### src/rtl/cve2_lsu_sram_bridge.sv
// LSU data-bus slave bridging req/gnt/rvalid onto a 1-cycle SRAM.
// One transaction in flight; optional wait states; out-of-window -> error.
module cve2_lsu_sram_bridge #(
  parameter int unsigned ADDR_WIDTH  = 10,
  parameter logic [31:0] BASE_ADDR   = 32'h0000_0000,
  parameter int unsigned WAIT_CYCLES = 0
) (
  input  logic                  clk_i,
  input  logic                  rst_ni,
  input  logic                  data_req_i,
  output logic                  data_gnt_o,
  output logic                  data_rvalid_o,
  output logic                  data_err_o,
  input  logic [31:0]           data_addr_i,
  input  logic                  data_we_i,
  input  logic [3:0]            data_be_i,
  input  logic [31:0]           data_wdata_i,
  output logic [31:0]           data_rdata_o,
  output logic                  sram_req_o,
  output logic                  sram_we_o,
  output logic [ADDR_WIDTH-1:0] sram_addr_o,
  output logic [3:0]            sram_be_o,
  output logic [31:0]           sram_wdata_o,
  input  logic [31:0]           sram_rdata_i,
  output logic                  busy_o
);

  localparam int unsigned HI = ADDR_WIDTH + 2;
  localparam logic [3:0] WAIT_LAST =
    (WAIT_CYCLES > 0) ? 4'(WAIT_CYCLES - 1) : 4'd0;
  localparam bit HAS_WAIT = (WAIT_CYCLES > 0);

  typedef enum logic [1:0] {
    ST_IDLE,
    ST_WAIT,
    ST_ACCESS,
    ST_RESP
  } state_e;

  state_e state_q, state_d;
  logic [3:0] cnt_q, cnt_d;
  logic capture;

  logic [ADDR_WIDTH-1:0] addr_q;
  logic                  we_q;
  logic [3:0]            be_q;
  logic [31:0]           wdata_q;
  logic                  in_range_q;

  logic in_range;
  logic accept;
  logic do_access;
  logic unused_addr_lsb;

  // Byte-offset bits carry no meaning for word accesses.
  assign unused_addr_lsb = ^data_addr_i[1:0];

  assign in_range = (data_addr_i[31:HI] == BASE_ADDR[31:HI]);

  // A new request is accepted only when idle or finishing a response.
  assign accept = rst_ni & data_req_i &
                  ((state_q == ST_IDLE) | (state_q == ST_RESP));

  // Next-state and wait counter sequencing.
  always_comb begin
    state_d = state_q;
    cnt_d   = cnt_q;
    capture = 1'b0;
    unique case (state_q)
      ST_IDLE, ST_RESP: begin
        if (accept) begin
          capture = 1'b1;
          cnt_d   = 4'd0;
          state_d = HAS_WAIT ? ST_WAIT : ST_ACCESS;
        end else begin
          state_d = ST_IDLE;
        end
      end
      ST_WAIT: begin
        if (cnt_q == WAIT_LAST) begin
          cnt_d   = 4'd0;
          state_d = ST_ACCESS;
        end else begin
          cnt_d = cnt_q + 4'd1;
        end
      end
      ST_ACCESS: begin
        state_d = ST_RESP;
      end
      default: begin
        state_d = ST_IDLE;
      end
    endcase
  end

  // State register and wait counter with synchronous reset.
  always_ff @(posedge clk_i) begin
    if (!rst_ni) begin
      state_q <= ST_IDLE;
      cnt_q   <= 4'd0;
    end else begin
      state_q <= state_d;
      cnt_q   <= cnt_d;
    end
  end

  // Request fields are latched at grant; the LSU may change its bus after.
  always_ff @(posedge clk_i) begin
    if (!rst_ni) begin
      addr_q     <= '0;
      we_q       <= 1'b0;
      be_q       <= 4'd0;
      wdata_q    <= 32'd0;
      in_range_q <= 1'b0;
    end else if (capture) begin
      addr_q     <= data_addr_i[HI-1:2];
      we_q       <= data_we_i;
      be_q       <= data_be_i;
      wdata_q    <= data_wdata_i;
      in_range_q <= in_range;
    end
  end

  // SRAM strobe only for in-window accesses with some lane enabled.
  always_comb begin
    do_access    = rst_ni & (state_q == ST_ACCESS) &
                   in_range_q & (|be_q);
    sram_req_o   = do_access;
    sram_we_o    = do_access & we_q;
    sram_addr_o  = do_access ? addr_q : '0;
    sram_be_o    = do_access ? be_q : 4'd0;
    sram_wdata_o = (do_access & we_q) ? wdata_q : 32'd0;
  end

  // Bus-side handshake and response; read data only for real reads.
  always_comb begin
    data_gnt_o    = accept;
    data_rvalid_o = rst_ni & (state_q == ST_RESP);
    data_err_o    = data_rvalid_o & ~in_range_q;
    data_rdata_o  = 32'd0;
    if (data_rvalid_o & in_range_q & ~we_q & (|be_q)) begin
      data_rdata_o = sram_rdata_i;
    end
    busy_o = rst_ni & (state_q != ST_IDLE);
  end

endmodule

### config.mk
export PLATFORM = sky130hd
export DESIGN_NAME = cve2_lsu_sram_bridge
export DESIGN_NICKNAME = d
export VERILOG_FILES = /design/src/rtl/cve2_lsu_sram_bridge.sv
export SDC_FILE = /design/constraint.sdc
export NUM_CORES = 1
export LEC_CHECK = 0
export ABC_AREA = 1
export CORE_MARGIN = 3
export CORE_UTILIZATION = 36
export DETAILED_ROUTE_END_ITERATION = 7
export PLACE_DENSITY = 0.83
export REMOVE_ABC_BUFFERS = 1
export SYNTH_ARGS = -nofsm -noshare
export SYNTH_HDL_FRONTEND = slang
export SYNTH_SLANG_ARGS = --single-unit
### constraint.sdc
create_clock -name clk_i -period 1.7 [get_ports clk_i]
set_input_delay 0.255 -clock clk_i [delete_from_list [all_inputs] [get_ports clk_i]]
set_output_delay 0.255 -clock clk_i [all_outputs]
set_load 0.02 [all_outputs]
==> results of run 1 <==
[Yosys cell counts, types with 2 or more instances]
master	instances	area [µm²]
nor2_1	90	338
ha_1	7	87.6
nand2_2	2	12.5
o21ai_0	10	50.1
nand4_4	2	42.5
dfxtp_1	54	1080
a21oi_1	48	240
nand2_1	19	71.3
nand3_1	5	25.0
inv_1	92	345
nor2_2	10	62.6
nand3_2	2	20.0
clkbuf_1	4	15.0
buf_6	18	203
o21ai_1	40	200
[worst max-delay path: cells and delay by family (launching register included)]
family                     cells  cell delay [ns]
adders and majority gates      1             0.18
buffers and inverters          4             0.57
DFF                            1             0.35
and+or+nand+nor                2             0.19
[where the power goes]
group / switching [W] / total (W) / internal, W
logic: 0.000575 / 0.00121 / 0.000637
registers: 0.0000455 / 0.00144 / 0.00140
clock network: 0.000421 / 0.000833 / 0.000412
[stage by stage]
step	setup WS (ns)	setup TNS, ns	std cells	hold slack (ns)
final	-0.153	-6.86	721	0.458
after global routing	-0.232	-15.30	721	0.479
after CTS	-0.126	-4.67	704	0.458
after detailed placement	-0.333	-21.08	688	0.445
after global placement	-0.280	-17.01	688	0.440
after floorplan	-0.339	-11.76	387	0.387
[flip-flops by register name (all words and copies together) (netlist names)]
signal,cells
we_q,1
addr_q,10
cnt_q,4
be_q,4
state_q,2
in_range_q,1
wdata_q,32
[cell type report]
cell class                 instances  area, µm²  area share
sequential                        54       1090       0.193
clock buffer                       8        110      0.0196
inverter                          94        359      0.0639
tap                               99        124      0.0220
timing repair buffer             227       2330       0.414
multi-input combinational        239       1620       0.287
[how the worst max path moves through the flow]
stage | start | endpoint | slack [ns]
after floorplan | state_q[0]$_SDFFE_PN0P_ | data_gnt_o | -0.34
after global placement | state_q[1]$_SDFFE_PN0P_ | data_rdata_o[25] | -0.28
after detailed placement | state_q[1]$_SDFFE_PN0P_ | data_rdata_o[25] | -0.33
after CTS | state_q[1]$_SDFFE_PN0P_ | data_rdata_o[10] | -0.13
after global routing | state_q[0]$_SDFFE_PN0P_ | data_rdata_o[10] | -0.23
final | state_q[0]$_SDFFE_PN0P_ | sram_wdata_o[13] | -0.15
[cell families (layout without fill, tap and decap cells)]
family,after synthesis,in the layout,synth area share
compound gates,98,98,0.171
buf+inv,118,329,0.207
flops,54,54,0.376
simple gates,134,134,0.215
fa+ha+maj,7,7,0.0305
[metal layers]
layer	vias to the layer above	track usage
met3	30	0.0481
met2	162	0.388
met4	0	0.0769
li1	1660	-
met5	-	0
met1	1598	0.198
[repair_timing]
item,in CTS,in global routing
cloned,3,11
pin swaps,1,11
buffers inserted,5,7
resized for setup,447,135
setup endpoints to repair,127,134
==> reports/metrics.cfg, run 1 <==
[run_status]
status=finished with violations
failed_checks=negative setup slack

[worst_setup_path]
rr_startpoint=state_q[1]$_SDFFE_PN0P_
crit_top_cell=buf_4
worst-path-max-fanout=6
reg2reg_depth=11
worstReg2RegEnd=wdata_q[9]$_SDFFE_PN0P_
crit_path_max_incr_delay_ns=0.35
arrival_ns=1.60
end_kind=output pin
r2r_slack_ns=-0.09
crit_chain=inv_2, ha_4, nand4_4, buf_6, buf_4, nor2_2, buf_4
critical_path_class=reg -> out
start_kind=flop
required_ns=1.44
slowest_stage=dfxtp_2

[finish]
diodes=0
drive_gt1_frac=0.416
final_common_cell=clkdlybuf4s50_1
areaGrowthSynthToFinish_pct=95.6
final_cell_mix=clkdlybuf4s50_1 (100), inv_1 (84), buf_4 (73), nor2_1 (70), dfxtp_1 (52)
nFillCells=527
post-route-util=0.751
finalInstanceArea_um2=5620
final_nets=732

[clocking]
cts_inserted_buffers=5
cts.path.max_buffers=2
cts_tree=done
holdBufCountCts=0
clock-sinks=54
htreeDepth=2
clock_latency_ns=0.30
clockRootBuffer=clkbuf_8
clkTransAtPathRegs_ns=0.10

[run]
max_cap_violations=0

[floorplan]
die_area_um2=9090
rows=31
die_w_um=95.4
core_region_area_um2=7490
fp.dieH_um=95.4
start_util=0.384
ios=188

[routing]
ant_nets=0
drc=0
wl_met3_um=977
highest_layer=met4
vias=3450
drtPass1Iterations=4
avgViaCountPerCell=4.79
routed-wl-met2_um=5930
drt-initial-drc-count=150
routed_wirelength_um=11000
wl_met1_um=3770
routedWlPerCell_um=15.3

[placement]
place_area_um2=4780
gp_congestion=0.806
io_buffer_count=185
dpl.hpwl_um=6690

[sta]
setup_viol=106
hold_viol=0
slew_headroom=0.670
drv_slew=0
period_minus_slack_ns=1.85
layout_worst_path_cycle_share=1.09
timing.final.ws_setup_ns=-0.153
skew_ns=0.00449
worst_pin_slew_ns=0.496
rsz0062_at_grt=yes
max_freq_ghz=0.540

[synth]
synth.distinct_cells=23
yosysWarnings=0
synth_ff_type=dfxtp_1
ys_seq_elements=54
yosysSeqAreaShare=0.376
syn_inst=411
syn_area_per_cell_um2=6.99
async_flop_share=0
syn-cell-area_um2=2870
synth_edf_count=0

[power_and_ir_drop]
powerDensity_nw_per_um2=620
leakagePower_nw=2.50
vdd_drop_max_v=0.000358
report.power.total_w=0.00349

[hold_path]
min_from=addr_q[1]$_SDFFE_PN0P_
min_path_type=reg -> reg
whs_endpoint=addr_q[1]$_SDFFE_PN0P_
hold_path_depth=2

[global_routing]
grt_start_max_net_pins=39
grt_pass1_vias=3151
grt_first_pass_wirelength_um=14300
antenna_found_initial=0
grt_use_total=0.198
grt.overflow.total=0

Note: power is estimated with default switching activity, not from simulation.
==> run 2: changes to the inputs <==
- CORE_UTILIZATION: 36 -> 33
- PLACE_DENSITY: 0.83 -> 0.8
- clock period: 1.7 -> 1.68 ns (I/O delays scaled with it)
==> reports/metrics.cfg, run 2 (synthesis gave the netlist of run 1 again) <==
[finish]
final_common_cell=clkdlybuf4s50_1
regArea_um2=1090  ; unchanged
largest_reg_flops=32  ; unchanged
instances_no_fill=710  ; -1.5%
final_cell_mix=clkdlybuf4s50_1 (100), inv_1 (88), nor2_1 (52), dfxtp_1 (52), buf_4 (51)
drive_gt1_frac=0.316  ; -0.101
final_nets=716  ; -2.2%
diodes=0  ; unchanged
largest-register=wdata_q
reg.largest.list=wdata_q x32, addr_q x10
multiInputGateArea_um2=1480  ; -8.4%
nFillCells=668  ; +27%
areaGrowthSynthToFinish_pct=85.5

[sta]
slew_headroom=0.835  ; +0.166
layout_worst_path_cycle_share=1.10
setup_viol=80  ; -25%
whs_ns=0.410  ; -0.0473 ns
rsz0062_at_grt=yes
drv_slew=0  ; unchanged
setup_tns_ns=-8.10  ; -1.23 ns
worst_pin_slew_ns=0.247  ; -0.248 ns
max_freq_ghz=0.543
hold_viol=0  ; unchanged
timing.final.ws_setup_ns=-0.162  ; -0.00918 ns
period_minus_slack_ns=1.84
skew_ns=0.00860  ; +0.00411 ns

[placement]
gp_congestion=0.824  ; +2.2%
dpl.hpwl_um=6810  ; +1.8%
dp_cells=698  ; +1.5%
io_buffer_count=185  ; unchanged

[power_and_ir_drop]
report.power.total_w=0.00326  ; -6.6%
vdd_drop_max_v=0.000408  ; +14%
leakagePower_nw=2.31  ; -7.4%
powerDensity_nw_per_um2=611  ; -1.5%

[clocking]
cts.path.max_buffers=2  ; unchanged
holdBufCountCts=0  ; unchanged
cts_tree=done
clockRootBuffer=clkbuf_8
clock-sinks=54  ; unchanged
clkTransAtPathRegs_ns=0.08  ; -0.02 ns
clock_latency_ns=0.31  ; about the same
cts_inserted_buffers=5  ; unchanged
htreeDepth=2  ; unchanged
post_cts_buffers=0  ; -5

[hold_path]
whs_endpoint=cnt_q[1]$_SDFFE_PN0P_
min_path_type=in -> reg
min_from=rst_ni
hold_path_depth=4  ; +2

[floorplan]
core_region_area_um2=8340  ; +11%
die_w_um=99.3  ; +4.2%
ios=188  ; unchanged
die_area_um2=9860  ; +8.5%
start_util=0.345  ; -0.0393
fp.dieH_um=99.3  ; +4.2%
rows=33  ; +6.5%

[global_routing]
grt.overflow.total=0  ; unchanged
grt_use_total=0.178  ; -0.0197
grt_start_max_net_pins=45  ; +15%
grt_pass1_vias=3072  ; -2.5%
antenna_found_initial=0  ; unchanged
grt_first_pass_wirelength_um=14400  ; +0.92%

[run]
max_cap_violations=0  ; unchanged

[routing]
routedWlPerCell_um=14.1  ; -8.0%
drc=0  ; unchanged
routed_wirelength_um=9990  ; -9.4%
ant_nets=0  ; unchanged
avgViaCountPerCell=4.64  ; -3.0%
drtPass1Iterations=4  ; unchanged
drt-initial-drc-count=86  ; -43%
vias=3295  ; -4.5%

[worst_setup_path]
worst-path-max-fanout=10  ; +4
arrival_ns=1.59  ; about the same
startpoint=state_q[0]$_SDFFE_PN0P_
rr_startpoint=state_q[0]$_SDFFE_PN0P_
critical_path_class=reg -> out
required_ns=1.43  ; about the same
end_kind=output pin
worstReg2RegEnd=cnt_q[3]$_SDFFE_PN0P_
start_kind=flop
r2r_slack_ns=0.05  ; +0.14 ns
reg2reg_depth=11  ; unchanged

[run_status]
status=finished with violations
failed_checks=negative setup slack

[run 2: changes by cell type in the layout (fill, tap and decap cells not counted), moves of 4 or more]
| cell | previous run | this run |
|---|---|---|
| o21ai_2 | 46 | 2 |
| o21ai_1 | 0 | 43 |
| buf_4 | 73 | 51 |
| nor2_4 | 7 | 26 |
| nor2_1 | 70 | 52 |
| buf_6 | 31 | 45 |
| a21oi_1 | 32 | 43 |
| a21oi_2 | 16 | 5 |
| nand2_1 | 11 | 18 |
| nand2_2 | 8 | 3 |
| inv_1 | 84 | 88 |
[run 2: worst max-delay path by stage]
stage | cells after the start | to
floorplan | 5 | data_gnt_o
global placement | 6 | sram_wdata_o[0]
detailed placement | 7 | sram_addr_o[7]
CTS | 7 | data_rdata_o[13]
global route | 7 | data_rdata_o[24]
finish | 6 | sram_wdata_o[9]
[run 2: layer usage]
metal	GRT usage	wire, µm	vias to the layer above
li1	-	-	1633
met1	0.202	3660	1493
met2	0.326	5250	150
met3	0.0477	851	19
met4	0.0546	228	0
met5	0	0	-
[run 2: timing repair]
item,CTS,global route
endpoints found under the setup margin,127,132
endpoints found under the hold margin,0,0
resized for setup,451,100
cloned,1,4
pin swaps,1,1
[run 2: power breakdown]
part	internal (W)	leakage (nW)	switching [W]
Combinational	0.000455	1.81	0.000455
Sequential	0.00141	0.445	0.0000488
Clock	0.000477	0.0573	0.000408
Total	0.00235	2.31	0.000912
[run 2: layout make-up]
cell class,count,share of cell area
Clock buffer,6,0.0155
Clock inverter,1,0.00563
Inverter,94,0.0669
Multi-Input combinational cell,239,0.278
Sequential cell,54,0.204
Tap cell,105,0.0246
Timing Repair Buffer,211,0.406
[run 2: worst max-delay path: stages (launching register included)]
cell and delay [ns]:
dfxtp_2 0.35, inv_2 0.09, ha_4 0.16, nand4_4 0.20, clkbuf_16 0.24, nor2_2 0.10, buf_6 0.13
[run 2: per-stage QoR]
stage                      util  area (µm²)  setup slack [ns]
after floorplan               -        2630            -0.356
after global placement    0.579        4830            -0.298
after detailed placement  0.579        4830            -0.337
after CTS                 0.589        4910            -0.142
after global routing      0.639        5330            -0.226
final                     0.639        5330            -0.162
